### src/rtl/vending_fsm_param.sv
// Parametrised vending controller: collects coin credit, vends from a price table,
// and pays change back as a handshaked train of 2- and 1-unit coins.
module vending_fsm_param #(
    parameter int NPROD = 4,
    parameter int SEL_W = 2,
    parameter int CRED_W = 6,
    parameter int COIN_W = 3,
    parameter int MAX_CREDIT = 31,
    parameter logic [NPROD*CRED_W-1:0] PRICES = {6'd12, 6'd9, 6'd7, 6'd4}
) (
    input  logic              clk,
    input  logic              rst_n,
    input  logic              coin_valid,
    input  logic [COIN_W-1:0] coin_val,
    input  logic              sel_valid,
    input  logic [SEL_W-1:0]  sel_idx,
    input  logic              cancel,
    input  logic              vend_ready,
    input  logic              chg_ready,
    output logic [CRED_W-1:0] credit,
    output logic              coin_reject,
    output logic              sel_err,
    output logic              vend_valid,
    output logic [SEL_W-1:0]  vend_idx,
    output logic              chg_valid,
    output logic [1:0]        chg_val,
    output logic              busy
);

    typedef enum logic [1:0] {
        S_IDLE,
        S_COLLECT,
        S_VEND,
        S_CHANGE
    } state_t;

    state_t            state_q, state_d;
    logic [CRED_W-1:0] credit_q, credit_d;
    logic [SEL_W-1:0]  vend_idx_q, vend_idx_d;
    logic              coin_reject_q, coin_reject_d;
    logic              sel_err_q, sel_err_d;

    logic              sel_known;
    logic [CRED_W-1:0] sel_price;
    logic [CRED_W:0]   coin_sum;
    logic [CRED_W-1:0] chg_amt;

    // Sum is formed one bit wider so an over-limit coin can never wrap back into range.
    function automatic logic coin_fits(input logic [CRED_W:0] sum, input logic [COIN_W-1:0] val);
        return (val != '0) && (sum <= (CRED_W+1)'(MAX_CREDIT));
    endfunction

    always_comb begin
        sel_known = 1'b0;
        sel_price = '0;
        for (int i = 0; i < NPROD; i++) begin
            if (sel_idx == SEL_W'(i)) begin
                sel_known = 1'b1;
                sel_price = PRICES[i*CRED_W +: CRED_W];
            end
        end
    end

    assign coin_sum = {1'b0, credit_q} + (CRED_W+1)'(coin_val);
    assign chg_amt  = (credit_q >= CRED_W'(2)) ? CRED_W'(2) : CRED_W'(1);

    always_comb begin
        state_d       = state_q;
        credit_d      = credit_q;
        vend_idx_d    = vend_idx_q;
        coin_reject_d = 1'b0;
        sel_err_d     = 1'b0;
        case (state_q)
            S_IDLE, S_COLLECT: begin
                if (cancel) begin
                    if (credit_q != '0) state_d = S_CHANGE;
                    coin_reject_d = coin_valid;
                end else if (sel_valid && sel_known && (credit_q >= sel_price)) begin
                    vend_idx_d    = sel_idx;
                    credit_d      = credit_q - sel_price;
                    state_d       = S_VEND;
                    coin_reject_d = coin_valid;
                end else begin
                    // A refused selection still lets a same-cycle coin through.
                    sel_err_d = sel_valid;
                    if (coin_valid) begin
                        if (coin_fits(coin_sum, coin_val)) begin
                            credit_d = coin_sum[CRED_W-1:0];
                            state_d  = S_COLLECT;
                        end else begin
                            coin_reject_d = 1'b1;
                        end
                    end
                end
            end
            S_VEND: begin
                coin_reject_d = coin_valid;
                if (vend_ready) state_d = (credit_q == '0) ? S_IDLE : S_CHANGE;
            end
            default: begin
                coin_reject_d = coin_valid;
                if (chg_ready) begin
                    credit_d = credit_q - chg_amt;
                    if (credit_q == chg_amt) state_d = S_IDLE;
                end
            end
        endcase
    end

    always_ff @(posedge clk) begin
        if (!rst_n) begin
            state_q       <= S_IDLE;
            credit_q      <= '0;
            vend_idx_q    <= '0;
            coin_reject_q <= 1'b0;
            sel_err_q     <= 1'b0;
        end else begin
            state_q       <= state_d;
            credit_q      <= credit_d;
            vend_idx_q    <= vend_idx_d;
            coin_reject_q <= coin_reject_d;
            sel_err_q     <= sel_err_d;
        end
    end

    assign credit      = credit_q;
    assign coin_reject = coin_reject_q;
    assign sel_err     = sel_err_q;
    assign vend_valid  = (state_q == S_VEND);
    assign vend_idx    = vend_idx_q;
    assign chg_valid   = (state_q == S_CHANGE);
    assign chg_val     = chg_valid ? chg_amt[1:0] : 2'd0;
    assign busy        = vend_valid | chg_valid;

endmodule
### config.mk
export PLATFORM = sky130hd
export DESIGN_NAME = vending_fsm_param
export DESIGN_NICKNAME = d
export VERILOG_FILES = /design/src/rtl/vending_fsm_param.sv
export SDC_FILE = /design/constraint.sdc
export NUM_CORES = 1
export LEC_CHECK = 0
export ABC_AREA = 0
export BUFFER_PORTS_ARGS = -buffer_cell sky130_fd_sc_hd__buf_4
export CAP_MARGIN = 10
export CORE_MARGIN = 8
export CORE_UTILIZATION = 55
export CTS_CLUSTER_SIZE = 14
export DETAILED_ROUTE_END_ITERATION = 6
export PLACE_DENSITY_LB_ADDON = 0.08
export SLEW_MARGIN = 0
export SYNTH_ARGS = -nofsm -noshare
export SYNTH_HDL_FRONTEND = slang
export SYNTH_SLANG_ARGS = --single-unit
### constraint.sdc
create_clock -name clk -period 4.93 [get_ports clk]
set_input_delay 0.986 -clock clk [delete_from_list [all_inputs] [get_ports clk]]
set_output_delay 0.986 -clock clk [all_outputs]
set_load 0.05 [all_outputs]
Word-level counts from Yosys, hierarchy flattened
Cells that the tools add are included.

storage, ports and cells
  register bits after elaboration = 12
  output and inout port bits = 15

operators by class
  add/subtract/negate cells = 3
  order comparisons = 3
  equality and inequality tests = 14
  mux-type cells = 31
  bitwise gates (word level) = 5
  reduce and logical (&&, ||, !) cells = 16

operators by type and width
  kind                                                                   count
  6-bit 2-to-1 mux                                                       8
  2-bit 2-to-1 mux                                                       11
  6-bit case mux with 2 select lines                                     1
  1-bit 2-to-1 mux                                                       9
  3-bit != test, second input constant                                   3
  3-bit nonzero test                                                     3
  2-bit == test, second input constant                                   4
  4-bit != test, second input constant                                   2
  6-bit by 3-bit adder with 7-bit output                                 1
  7-bit by 5-bit <= comparator with 1-bit output, second input constant  1
  6-bit by 2-bit == test with 1-bit output                               1
  6-bit by 2-bit >= comparator with 1-bit output, second input constant  1
  6-bit >= comparator                                                    1
  6-bit logical NOT                                                      1
  6-bit AND reduction                                                    1
  6-bit nonzero test                                                     1
  6-bit by 2-bit subtractor with 6-bit output                            1
  6-bit subtractor                                                       1
  5-bit AND reduction                                                    1
  2-bit by 1-bit == test with 1-bit output, second input constant        2
  2-bit logical NOT                                                      2
  2-bit != test, second input constant                                   2
  1-bit NOT                                                              4
  2-bit case mux with 2 select lines                                     1
  other kinds (7)                                                        9

Logic depth before layout (Yosys ltp)
  depth after elaboration = 10
  depth in mapped cells = 13
  gate-level depth less buffers = 12

Worst setup path before layout
Ideal clock, no wire load.

  kind = in2reg
  start = in sel_idx[0]
  end = reg credit_q[5], in the netlist credit[5]
  setup time = 72 ps
  arrival = 3,178 ps
  required time = 4,858 ps
  path slack = 1,680 ps
  stages on the path = 12
  buffers on the path = 0
  cell sequence = inv_1 > ha_1 > inv_1 > ha_1 > inv_2 > fa_1 > a21oi_1 > o21bai_1 > o21a_1 > or4_1 > a31oi_1 > mux2i_1

on the way
  cells in the longest elaborated chain, start to end = 10
  elaborated cells between the ends (all ways) = 22

ends and longest elaborated chain
  element                                                             line  text
  start, declared                                                     16    input logic [SEL_W-1:0] sel_idx,
  2-bit logical NOT                                                   57    if (sel_idx == SEL_W'(i)) begin
  3-bit 2-to-1 mux or 1-bit 2-to-1 mux (tied branches)                57
  6-bit 2-to-1 mux or 1-bit 2-to-1 mux (tied branches) (3 in series)  57
  6-bit >= comparator or 1-bit logical AND (tied branches)            78    end else if (sel_valid && sel_known && (credit_q >= sel_price)) begin
  1-bit logical AND                                                   78
  6-bit 2-to-1 mux                                                    78
  6-bit 2-to-1 mux                                                    75    if (cancel) begin
  6-bit case mux with 2 select lines                                  73    case (state_q)
  end signal, assigned                                                119   credit_q <= credit_d;
  end, declared                                                       38    logic [CRED_W-1:0] credit_q, credit_d;

Parallel ways exist; a longest one is shown, timed or not. The select of a mux whose other input is x is not followed.
A chain may end at the register's enable or synchronous reset.

Final worst setup path
Same ends and word-level chain as after synthesis.

==> results.md <==
* Status: completed
* Clk_lat worst skew at 0.27 ns
* Synth Register Bits at 12
* Max_cap viols at 0
* Critical R2R Launch: credit[0]$_SDFFE_PN0P_
* Main synth FF type: dfxtp_1
* # clock sinks at 12
* Comb pwr share at 72.8%
* Cell with the most instances after synthesis: nand2_1
* Worst slew margin at between 60% and 70%
* Synthesized area at roughly 1200 um^2
* Synth area leaders: dfxtp_1, ha_1, fa_1
* Post-synth EDFFs at 0
* Clk buf depth at 2
* Core Region at 1982 um^2
* Post-Syn Nets at between 150 and 200
* Slowest cell on the critical path: or4_1
* CTS tree: yes
* WP data required at 5.12 ns
* Grt total ovfl at 0
* Pwr Density at 704.0 nW/um^2
* Crit. path cell count at 13
* Post-CTS Resized at 0
* Pre-CTS setup slack at 1.240 ns
* Clock power frac at 6.1%
* FF-to-FF End: credit[5]$_SDFFE_PN0P_
* Io pins at 27
* Die W at 61.95 um
* GRT Resource Usage Total at 15.95%
* Reg power frac at 21.0%
* Leakage at roughly 0.66 nW
* Vias per cell at between 5 and 6
* End of the worst hold path: vend_idx[0]$_SDFFE_PN0P_
* Synth-to-Final Area Change at 18.43%
* Setup Total Neg Slack at 0 ns
* CTS HTree Levels at 1
* Die area at roughly 3800 um^2
* CTS Buf Count at 3
* Initial antenna violation count at 0
* Clock-pin slew on the worst setup and hold paths at around 0.080 ns
* Ratio of cells with drive above 1 in the final layout at between 20 and 25%
* Pre-antenna DRT Iters at 4
* Drt first-iter violations at a little under 60
* CP top delay family: compound AO/OA/AOI/OAI gates
* Maximum vdd drop at 539.9 uV
* Antenna cell count at 0
* Fmax at 0.2901 GHz
* RSZ-0062 raised after global routing: false
* Post-synth top cells: nand2_1, nor2_1, dfxtp_1, ha_1, inv_1
* Post-route ant nets at 0
* Root buffer cell: clkbuf_4
* Final worst slack at 1.483 ns
* Vias in the first global route at approximately 1100
* Internal power at roughly 430 uW
* Final slew viol count at 0
* Clk_skew at between 0.009 and 0.01 ns
* Number of remaining DRC errors at 0
* Flop-to-flop setup slack at around 2.2 ns
* First-pass GRT wire length at roughly 4800 um
* Startpoint types: primary input
* Syn_area_per_cell at 7.899 um^2
* Number of buffers added for setup after CTS at 0
* Post-CTS Hold Buffers at 0
* Die height at 61.95 um
* Asr flop ratio synth at 0%
* CP arrival at 3.64 ns
* NetSw at 541.4 uW
* Initial core utilization at 58.59%
* Worst R2R Path Depth at 10
* Min-delay src: vend_idx[0]$_SDFFE_PN0P_
* Worst-margin pin slew at 0.5869 ns
* Largest net degree at the start of global routing at 19
* Syn. warnings at 0
* Crit end category: register
* Distinct cells, synth at 42
* Post-synth top area share at between 20% and 30%
* Final Hold Fails at 0
* Cell Rows at 16
* Nets at 198
* RePlAce Congestion at between 0.8 and 0.9
* Worst path cell trace: buf_4 > inv_1 > ha_1 > inv_1 > ha_1 > inv_2 > fa_1 > a21oi_1 > o21bai_1 > o21a_1 > or4_1 > a31oi_1 > mux2i_1
* Min cycle time layout at 3.447 ns
* Detailed Route WL at roughly 2900 um
* Fin util at 69.38%
* Via total after detailed routing at between 1000 and 1500
* WL per Instance at 14.66 um
* WS Path Type: primary input to register
* CP Buf/Inv Count at 4
* Sw frac at between 50% and 60%
* Fin crit share at 69.92%
* Hold path depth at 2
* Hpwl dp at 2317 um
* Port bufs at 26
* Hold/Removal Path Class: register to register
* Yosys top cell by area: dfxtp_1
* Post-Synthesis Cells at 147
* Endpoints failing setup at 0
* Worst-path maximum fanout at 13
* Sequential cell area fraction in the yosys report at 20.69%
* Critical path's largest stage delay at 0.54 ns
==> metrics by stage <==
step                total power [mW]  std cells  hold WS, ns  area [um^2]
finish                        0.9680        196       0.5143         1375
global route                   1.060        196       0.5606         1375
CTS                           0.9666        196       0.5258         1375
detailed placement            0.9045        193       0.5033         1353
global placement              0.8980        193       0.4909         1353
floorplan                     0.7472        147       0.6702         1161
==> worst register-to-register path, stage by stage (launching register included) <==
cell	delay, ns
dfxtp_1	0.36
inv_1	0.13
ha_1	0.18
inv_2	0.04
fa_1	0.39
a21oi_1	0.17
o21bai_1	0.10
o21a_1	0.36
or4_1	0.54
a31oi_1	0.22
mux2i_1	0.20
==> registers in the layout, indices dropped and copies added (netlist names) <==
name,cells
vend_idx,2
state_q,2
coin_reject,1
sel_err,1
credit,6
==> routing by layer <==
layer	vias to the layer above	track usage, %	share of wire, %
li1	573	-	-
met1	542	20.90	45
met2	47	26.70	47
met3	4	2.469	7.5
met4	0	3.247	0.52
met5	-	0	0
==> layout by cell type (no fill, tap or decap), drive strengths merged, types with 2 or more instances in the layout <==
master  count
buf        26
nand2      16
nor2       14
inv        14
ha         12
dfxtp      12
a21oi       9
o21ai       6
mux2i       5
nand3       5
and3        4
a21o        3
a211oi      3
xnor2       3
nor3        3
a31oi       3
fa          3
clkbuf      3
nand4       2
or3         2
o211ai      2
a32oi       2
mux2        2
xor2        2
o31ai       2
==> cell type report <==
cell class	count	area, um^2
clock buffers	3	22.52
inverters	14	52.55
flip-flops and latches	12	240.2
fillers	176	606.8
well taps	27	33.78
multi-input cells	114	830.8
repair buffers	26	195.2
==> cell families after synthesis <==
logic type / synth area share, %
simple gates: 20.37
fa+ha+maj: 18.10
flops: 20.69
buf+inv: 7.759
mux: 6.250
xor+xnor: 3.772
compound gates: 23.06
==> power groups by stage <==
stage	Combinational [mW]	Sequential [mW]	Clock, mW
after floorplan	0.508	0.239	0
after global placement	0.696	0.202	0
after detailed placement	0.699	0.205	0
after CTS	0.703	0.203	0.0611
after global routing	0.782	0.213	0.0652
final	0.705	0.204	0.0592
==> worst max-delay path by stage <==
| stage | startpoint | to | slack, ns |
|---|---|---|---|
| 2_1_floorplan | sel_idx[0] | credit[5]$_SDFFE_PN0P_ | 1.68 |
| 3_3_place_gp | sel_idx[0] | credit[5]$_SDFFE_PN0P_ | 1.35 |
| 3_5_place_dp | sel_idx[0] | credit[5]$_SDFFE_PN0P_ | 1.24 |
| 4_1_cts | sel_idx[0] | credit[5]$_SDFFE_PN0P_ | 1.51 |
| 5_1_grt | sel_idx[0] | credit[5]$_SDFFE_PN0P_ | 1.42 |
| 6_report | sel_idx[0] | credit[5]$_SDFFE_PN0P_ | 1.48 |
No activity file was read; power rests on OpenSTA's default activity.
